`src/rtl/tile_map_pkg.sv`:
```
// Shared types and defaults for the scrolling tile map background.
// Tile ID encoding, staging FSM states, default geometry, bring-up pattern.
package tile_map_pkg;

  typedef enum logic [2:0] {
    EMPTY    = 3'd0,
    BRICK    = 3'd1,
    GROUND   = 3'd2,
    QUESTION = 3'd3,
    USED     = 3'd4
  } tile_id_t;

  typedef enum logic {
    ST_EMPTY = 1'b0,
    ST_FULL  = 1'b1
  } stage_state_t;

  localparam int DEF_COLS     = 14;
  localparam int DEF_ROWS     = 11;
  localparam int DEF_ID_W     = 3;
  localparam int DEF_TILE_PX  = 40;
  localparam int DEF_ORIGIN_X = 120;
  localparam int DEF_ORIGIN_Y = 40;

  localparam int PAT_B0_COL  = 5;
  localparam int PAT_B0_ROW  = 10;
  localparam int PAT_B1_COL  = 6;
  localparam int PAT_B1_ROWA = 9;
  localparam int PAT_B1_ROWB = 10;
  localparam int PAT_Q_COL   = 0;
  localparam int PAT_Q_ROW   = 0;

endpackage

```
`src/rtl/tile_coord_calc.sv`:
```
// Stage-1 pixel to tile mapping: subtract origin, add fine scroll, div/mod.
// In: i_draw_x/i_draw_y/i_fine_x. Out: o_col/o_row/o_px_x/o_px_y/o_in_win.
module tile_coord_calc
  import tile_map_pkg::*;
#(
  parameter int COLS     = DEF_COLS,
  parameter int ROWS     = DEF_ROWS,
  parameter int TILE_PX  = DEF_TILE_PX,
  parameter int ORIGIN_X = DEF_ORIGIN_X,
  parameter int ORIGIN_Y = DEF_ORIGIN_Y,
  parameter int CW       = $clog2(COLS),
  parameter int RW       = $clog2(ROWS),
  parameter int FX_W     = $clog2(TILE_PX)
) (
  input  logic [9:0]      i_draw_x,
  input  logic [9:0]      i_draw_y,
  input  logic [FX_W-1:0] i_fine_x,
  output logic [CW-1:0]   o_col,
  output logic [RW-1:0]   o_row,
  output logic [FX_W-1:0] o_px_x,
  output logic [FX_W-1:0] o_px_y,
  output logic            o_in_win
);

  localparam logic [10:0] TPX  = 11'(TILE_PX);
  localparam logic [10:0] X_LO = 11'(ORIGIN_X);
  // The last held column is only a scroll-in margin, never a full column.
  localparam logic [10:0] X_HI = 11'(ORIGIN_X + (COLS - 1) * TILE_PX);
  localparam logic [10:0] Y_LO = 11'(ORIGIN_Y);
  localparam logic [10:0] Y_HI = 11'(ORIGIN_Y + ROWS * TILE_PX);

  logic [10:0] w_dx;
  logic [10:0] w_dy;
  logic [10:0] w_ex;
  logic [10:0] w_ey;
  logic        w_in_x;
  logic        w_in_y;

  always_comb begin
    w_dx   = {1'b0, i_draw_x};
    w_dy   = {1'b0, i_draw_y};
    w_ex   = w_dx - X_LO + {{(11 - FX_W){1'b0}}, i_fine_x};
    w_ey   = w_dy - Y_LO;
    w_in_x = (w_dx >= X_LO) && (w_dx < X_HI);
    w_in_y = (w_dy >= Y_LO) && (w_dy < Y_HI);
    o_in_win = w_in_x && w_in_y;
    o_col  = '0;
    o_row  = '0;
    o_px_x = '0;
    o_px_y = '0;
    if (o_in_win) begin
      o_col  = CW'(w_ex / TPX);
      o_row  = RW'(w_ey / TPX);
      o_px_x = FX_W'(w_ex % TPX);
      o_px_y = FX_W'(w_ey % TPX);
    end
  end

endmodule

```
`src/rtl/tile_map_scroller.sv`:
```
// Scrolling tile map: column staging, 1-px scroll, tile writes, 2-cycle lookup.
// Build with TILE_MAP_INIT_PATTERN_EN to load the bring-up pattern on reset.
module tile_map_scroller
  import tile_map_pkg::*;
#(
  parameter int COLS     = DEF_COLS,
  parameter int ROWS     = DEF_ROWS,
  parameter int ID_W     = DEF_ID_W,
  parameter int TILE_PX  = DEF_TILE_PX,
  parameter int ORIGIN_X = DEF_ORIGIN_X,
  parameter int ORIGIN_Y = DEF_ORIGIN_Y,
  parameter int CW       = $clog2(COLS),
  parameter int RW       = $clog2(ROWS),
  parameter int FX_W     = $clog2(TILE_PX)
) (
  input  logic                 i_clk,
  input  logic                 i_reset,
  input  logic                 i_col_valid,
  input  logic [ROWS*ID_W-1:0] i_col_data,
  output logic                 o_col_ready,
  input  logic                 i_scroll,
  output logic                 o_scroll_stall,
  output logic [FX_W-1:0]      o_fine_x,
  input  logic                 i_wr_en,
  input  logic [CW-1:0]        i_wr_col,
  input  logic [RW-1:0]        i_wr_row,
  input  logic [ID_W-1:0]      i_wr_id,
  input  logic [9:0]           i_draw_x,
  input  logic [9:0]           i_draw_y,
  output logic [ID_W-1:0]      o_tile_id,
  output logic [FX_W-1:0]      o_tile_px_x,
  output logic [FX_W-1:0]      o_tile_px_y,
  output logic                 o_tile_valid
);

  stage_state_t r_state;
  stage_state_t w_state_nxt;

  logic [ROWS*ID_W-1:0] r_staged;
  logic [FX_W-1:0]      r_fine_x;
  logic [FX_W-1:0]      w_fine_x_nxt;
  logic                 w_at_end;
  logic                 w_shift;
  logic                 w_stall;
  logic                 w_accept;

  logic [COLS-1:0][ROWS-1:0][ID_W-1:0] r_grid;
  logic [COLS-1:0][ROWS-1:0][ID_W-1:0] w_grid_nxt;
  logic [COLS-1:0][ROWS-1:0][ID_W-1:0] w_grid_init;

  logic          w_wr_ok;
  logic [CW-1:0] w_wr_tgt;

  logic [CW-1:0]   w_c_col;
  logic [RW-1:0]   w_c_row;
  logic [FX_W-1:0] w_c_px_x;
  logic [FX_W-1:0] w_c_px_y;
  logic            w_c_in;

  logic [CW-1:0]   r_s1_col;
  logic [RW-1:0]   r_s1_row;
  logic [FX_W-1:0] r_s1_px_x;
  logic [FX_W-1:0] r_s1_px_y;
  logic            r_s1_valid;

  logic [ID_W-1:0] r_tile_id;
  logic [FX_W-1:0] r_px_x;
  logic [FX_W-1:0] r_px_y;
  logic            r_valid;

  // Scroll and staging control.
  always_comb begin
    w_state_nxt  = r_state;
    w_fine_x_nxt = r_fine_x;
    w_accept     = 1'b0;
    w_shift      = 1'b0;
    w_stall      = 1'b0;
    w_at_end     = (r_fine_x == FX_W'(TILE_PX - 1));
    if (i_scroll) begin
      if (!w_at_end) begin
        w_fine_x_nxt = r_fine_x + FX_W'(1);
      end else if (r_state == ST_FULL) begin
        w_shift      = 1'b1;
        w_fine_x_nxt = '0;
      end else begin
        w_stall = 1'b1;
      end
    end
    unique case (r_state)
      ST_EMPTY: begin
        if (i_col_valid) begin
          w_accept    = 1'b1;
          w_state_nxt = ST_FULL;
        end
      end
      // A new offer arriving with the shift waits for the EMPTY cycle.
      ST_FULL: begin
        if (w_shift) w_state_nxt = ST_EMPTY;
      end
      default: w_state_nxt = ST_EMPTY;
    endcase
  end

  always_ff @(posedge i_clk) begin
    if (i_reset) r_state <= ST_EMPTY;
    else         r_state <= w_state_nxt;
  end

  // Writes are addressed in pre-shift numbering, so follow the shift left.
  always_comb begin
    w_wr_tgt = w_shift ? (i_wr_col - CW'(1)) : i_wr_col;
    w_wr_ok  = i_wr_en
            && (32'(i_wr_col) < COLS)
            && (32'(i_wr_row) < ROWS)
            && !(w_shift && (i_wr_col == '0));
  end

  always_comb begin
    w_grid_nxt = r_grid;
    if (w_shift) begin
      for (int c = 0; c < COLS - 1; c++) begin
        w_grid_nxt[c] = r_grid[c+1];
      end
      for (int r = 0; r < ROWS; r++) begin
        w_grid_nxt[COLS-1][r] = r_staged[r*ID_W +: ID_W];
      end
    end
    if (w_wr_ok) w_grid_nxt[w_wr_tgt][i_wr_row] = i_wr_id;
  end

  always_comb begin
    w_grid_init = '0;
`ifdef TILE_MAP_INIT_PATTERN_EN
    w_grid_init[PAT_B0_COL][PAT_B0_ROW]  = ID_W'(BRICK);
    w_grid_init[PAT_B1_COL][PAT_B1_ROWA] = ID_W'(BRICK);
    w_grid_init[PAT_B1_COL][PAT_B1_ROWB] = ID_W'(BRICK);
    w_grid_init[PAT_Q_COL][PAT_Q_ROW]    = ID_W'(QUESTION);
`endif
  end

  tile_coord_calc #(
    .COLS     (COLS),
    .ROWS     (ROWS),
    .TILE_PX  (TILE_PX),
    .ORIGIN_X (ORIGIN_X),
    .ORIGIN_Y (ORIGIN_Y),
    .CW       (CW),
    .RW       (RW),
    .FX_W     (FX_W)
  ) u_calc (
    .i_draw_x (i_draw_x),
    .i_draw_y (i_draw_y),
    .i_fine_x (r_fine_x),
    .o_col    (w_c_col),
    .o_row    (w_c_row),
    .o_px_x   (w_c_px_x),
    .o_px_y   (w_c_px_y),
    .o_in_win (w_c_in)
  );

  always_ff @(posedge i_clk) begin
    if (i_reset) begin
      r_staged   <= '0;
      r_fine_x   <= '0;
      r_grid     <= w_grid_init;
      r_s1_col   <= '0;
      r_s1_row   <= '0;
      r_s1_px_x  <= '0;
      r_s1_px_y  <= '0;
      r_s1_valid <= 1'b0;
      r_tile_id  <= '0;
      r_px_x     <= '0;
      r_px_y     <= '0;
      r_valid    <= 1'b0;
    end else begin
      if (w_accept) r_staged <= i_col_data;
      r_fine_x   <= w_fine_x_nxt;
      r_grid     <= w_grid_nxt;
      r_s1_col   <= w_c_col;
      r_s1_row   <= w_c_row;
      r_s1_px_x  <= w_c_px_x;
      r_s1_px_y  <= w_c_px_y;
      r_s1_valid <= w_c_in;
      // Stage 2 sees the grid as of now, including last cycle's updates.
      r_tile_id  <= r_s1_valid ? r_grid[r_s1_col][r_s1_row] : '0;
      r_px_x     <= r_s1_px_x;
      r_px_y     <= r_s1_px_y;
      r_valid    <= r_s1_valid;
    end
  end

  assign o_col_ready    = (r_state == ST_EMPTY);
  assign o_scroll_stall = w_stall & ~i_reset;
  assign o_fine_x       = r_fine_x;
  assign o_tile_id      = r_tile_id;
  assign o_tile_px_x    = r_px_x;
  assign o_tile_px_y    = r_px_y;
  assign o_tile_valid   = r_valid;

endmodule
```
`config.mk`:
```
export PLATFORM = sky130hd
export DESIGN_NAME = tile_map_scroller
export DESIGN_NICKNAME = d
export VERILOG_FILES = /design/src/rtl/tile_map_pkg.sv /design/src/rtl/tile_coord_calc.sv /design/src/rtl/tile_map_scroller.sv
export SDC_FILE = /design/constraint.sdc
export NUM_CORES = 2
export LEC_CHECK = 0
export ABC_AREA = 0
export CAP_MARGIN = 20
export CORE_MARGIN = 4
export CORE_UTILIZATION = 62
export CTS_CLUSTER_DIAMETER = 50
export DETAILED_ROUTE_END_ITERATION = 7
export HOLD_SLACK_MARGIN = 0.03
export PLACE_DENSITY = 0.8
export SLEW_MARGIN = 20
export SYNTH_ARGS = -nofsm -noshare
export SYNTH_HDL_FRONTEND = slang
export SYNTH_SLANG_ARGS = --single-unit
```
`constraint.sdc`:
```
create_clock -name i_clk -period 5.35 [get_ports i_clk]
set_input_delay 1.605 -clock i_clk [delete_from_list [all_inputs] [get_ports i_clk]]
set_output_delay 1.605 -clock i_clk [all_outputs]
set_load 0.005 [all_outputs]
```
==> out/metrics.yaml <==
global_routing:
  grt_pass1_wl_um: 135900
  antenna_found_initial: 3
  grt_max_degree: 225
  grt_util_all_layers: 0.3202
  grt-ovfl-total: 0
  grt_pass1_vias: 25620
sta:
  whs_ns: 0.4333
  fin_crit_sh: 0.9138
  clock.fmax_ghz: 0.2046
  finalSetupViolCount: 0
  post-route-min-period_ns: 4.889
  tightest_slew_ns: 1.260
  finalClockSkew_ns: 0.01881
  slew_headroom: 0.1602
  finalHoldViolCount: 0
  grt_setup_unrepaired: "false"
  final_max_slew_viol_count: 0
  finalSetupTns_ns: 0
synth:
  netlist_instances: 4077
  synth_common_cells: "nand2_1, a21oi_1, nor2_1, dfxtp_1, clkbuf_1"
  synth_top_area_frac: 0.3649
  avgSynthCellArea_um2: 7.253
  ys_warn_count: 0
  synthDistinctLibCells: 82
  synth-edff-count: 0
  syn_nets: 4173
  ys_async_sr_fraction: 0
  ys_ff_latch: 539
  yosys.area.top_type: "dfxtp_1"
  yosysSeqAreaShare: 0.3649
  synthFlopType: "dfxtp_1"
  synth.most_common_cell: "nand2_1"
  synthTopCellsByArea: "dfxtp_1, nand2_1, a21oi_1"
  synth_area_um2: 29570
detailed_routing:
  via_per_inst: 6.153
  drt-pass1-iter-count: 6
  drt-total-wl_um: 84250
  drc_errors: 0
  ant_nets: 0
  wire_per_inst_um: 18.17
  first_iter_violations: 3646
  vias: 28530
min_path:
  worstHoldPathCells: 1
  hp-start: "r_s1_px_y[4]"
  min_to: "o_tile_px_y[4]"
  hold_path_class: "reg -> reg"
floorplan:
  core_region_area_um2: 46850
  dieHeight_um: 226.4
  die-area_um2: 51250
  ios: 93
  die_x_um: 226.4
  rows: 79
  start_util: 0.6311
critical_path:
  cp.required_ns: 5.89
  r2r_end: "r_s1_px_x[4]"
  arrival_ns: 5.43
  ff2ff_path_depth: 15
  crit_type: "in -> reg"
  cp_max_fo: 6
  r2r_slack_ns: 1.51
  r2r-start: "o_fine_x[1]"
  cp-start-kind: "input port"
  worstSetupEndpointType: "flip-flop"
clock_network:
  cts-resized-gates: 0
  clock_latency_ns: 0.64
  clockBufferDepth: 3
  clock-root-buffer: "clkbuf_16"
  h-tree-depth: 2
  tritoncts: "built"
  cts_sinks: 539
  clk_transition_reported_paths_ns: 0.06
  cts_setup_buffers: 0
  cts_buffers: 59
  cts_hold_buf: 0
power:
  p_sw_frac: 0.2560
  p_int_uw: 6637
  combPwrFrac: 0.094
  total_leakage_power_uw: 0.01080
  seqPwrFrac: 0.458
  p_sw_uw: 2284
  p_clk_frac: 0.448
  peakVddDrop_mv: 0.2593
  pwr_density_cell_nw_per_um2: 274.7
final_layout:
  drive_above_1_share: 0.07347
  multiInputGateArea_um2: 17420
  seqCellArea_um2: 10800
  fillCellCount: 3967
  area_growth_pct: 9.821
  postLayoutCellArea_um2: 32470
  nets: 4079
placement:
  port_buffers: 92
  gp_congestion: 0.9200
  place_area_um2: 30580
  hpwlAfterDp_um: 52590
run:
  cap_violations: 0
outcome:
  status: "complete, no violations"
[stage by stage]
stage	setup WS, ns	util	total power, uW	instances
after global routing	0.1770	0.6931	9196	4636
after detailed placement	-0.09008	0.6526	4997	4529
after global placement	-0.05321	0.6523	4990	4528
after CTS	0.5407	0.6930	8937	4636
after floorplan	0.6691	-	4735	4077
final	0.4612	0.6931	8921	4637
[critical path, stage by stage]
cell and delay [ns]:
clkdlybuf4s50_1 0.44, ha_1 0.29, ha_1 0.17, inv_1 0.05, fa_1 0.38, nand2b_1 0.22, a21oi_2 0.31, o41ai_4 0.11
xnor2_1 0.45, a21oi_1 0.15, a221o_1 0.41, o31ai_2 0.08, nand2_1 0.15, o41ai_1 0.35, a31oi_1 0.07, a211oi_1 0.18
[worst max-delay path by stage]
stage,from,endpoint,depth (start not counted)
floorplan,i_draw_x[1],r_s1_px_x[5],15
global placement,i_draw_x[1],r_s1_px_x[3],16
detailed placement,i_draw_x[1],r_s1_px_x[4],16
CTS,i_draw_x[1],r_s1_px_x[4],16
global route,i_draw_x[1],r_s1_px_x[4],16
finish,i_draw_x[1],r_s1_px_x[4],16
[placed cells by master (no fill, tap or decap), drive strengths merged, types with 12 or more instances in the layout]
| master | instances |
|---|---|
| a311oi | 97 |
| a211oi | 29 |
| buf | 61 |
| nor2b | 27 |
| a21o | 31 |
| nand3 | 18 |
| clkdlybuf4s50 | 88 |
| and2 | 19 |
| mux4 | 103 |
| nand2b | 18 |
| dfxtp | 539 |
| mux2i | 62 |
| nand4 | 12 |
| nor3 | 22 |
| clkbuf | 88 |
| o22ai | 17 |
| clkinv | 15 |
| inv | 30 |
| xnor2 | 19 |
| a31oi | 14 |
| ha | 26 |
| nor2 | 611 |
| o21ai | 56 |
| nand2 | 1150 |
| a21oi | 751 |
[power by group through the flow]
stage	clock network [uW]	logic [uW]	registers, uW
2_1_floorplan	0	590	4140
3_3_place_gp	0	813	4180
3_5_place_dp	0	820	4180
4_1_cts	4030	822	4090
5_1_grt	4200	900	4090
6_report	4000	835	4090
[final cells by class]
cell class / count / area share
diodes: 1 / 0.00007706
clock buffers: 87 / 0.05186
clock inverters: 20 / 0.006434
inverters: 31 / 0.003583
multi-input cells: 3202 / 0.5363
flip-flops and latches: 539 / 0.3325
well taps: 607 / 0.02339
repair buffers: 150 / 0.04581
[state kept, by name, indices dropped and copies added (netlist names)]
register      count
r_grid          462
r_s1_valid        1
o_tile_valid      1
r_state           1
r_s1_col          4
r_s1_px_x         6
r_s1_row          4
r_s1_px_y         6
r_staged         33
o_tile_px_y       6
o_tile_px_x       6
o_fine_x          6
o_tile_id         3
[routing by layer]
metal	GRT usage	wire (um)	part of all wire	up-vias
met4	0.09623	2279	0.027	4
met5	0	27	0.00032	-
li1	-	-	-	13790
met1	0.4553	35820	0.43	13310
met3	0.05774	8118	0.096	157
met2	0.5026	38000	0.45	1275
[cell families (layout without fill, tap and decap cells)]
group	count (synthesis)	count (layout)	share of synthesized area
other	0	1	0
multiplexers	174	174	0.1029
adder cells (fa/ha/maj)	27	27	0.01168
AO/OA/AOI/OAI	1065	1065	0.2100
XOR/XNOR	28	28	0.009182
AND/OR/NAND/NOR	1908	1908	0.2548
flip-flops	539	539	0.3649
buffers and inverters	336	288	0.04663
Power figures use the tool's default switching activity.
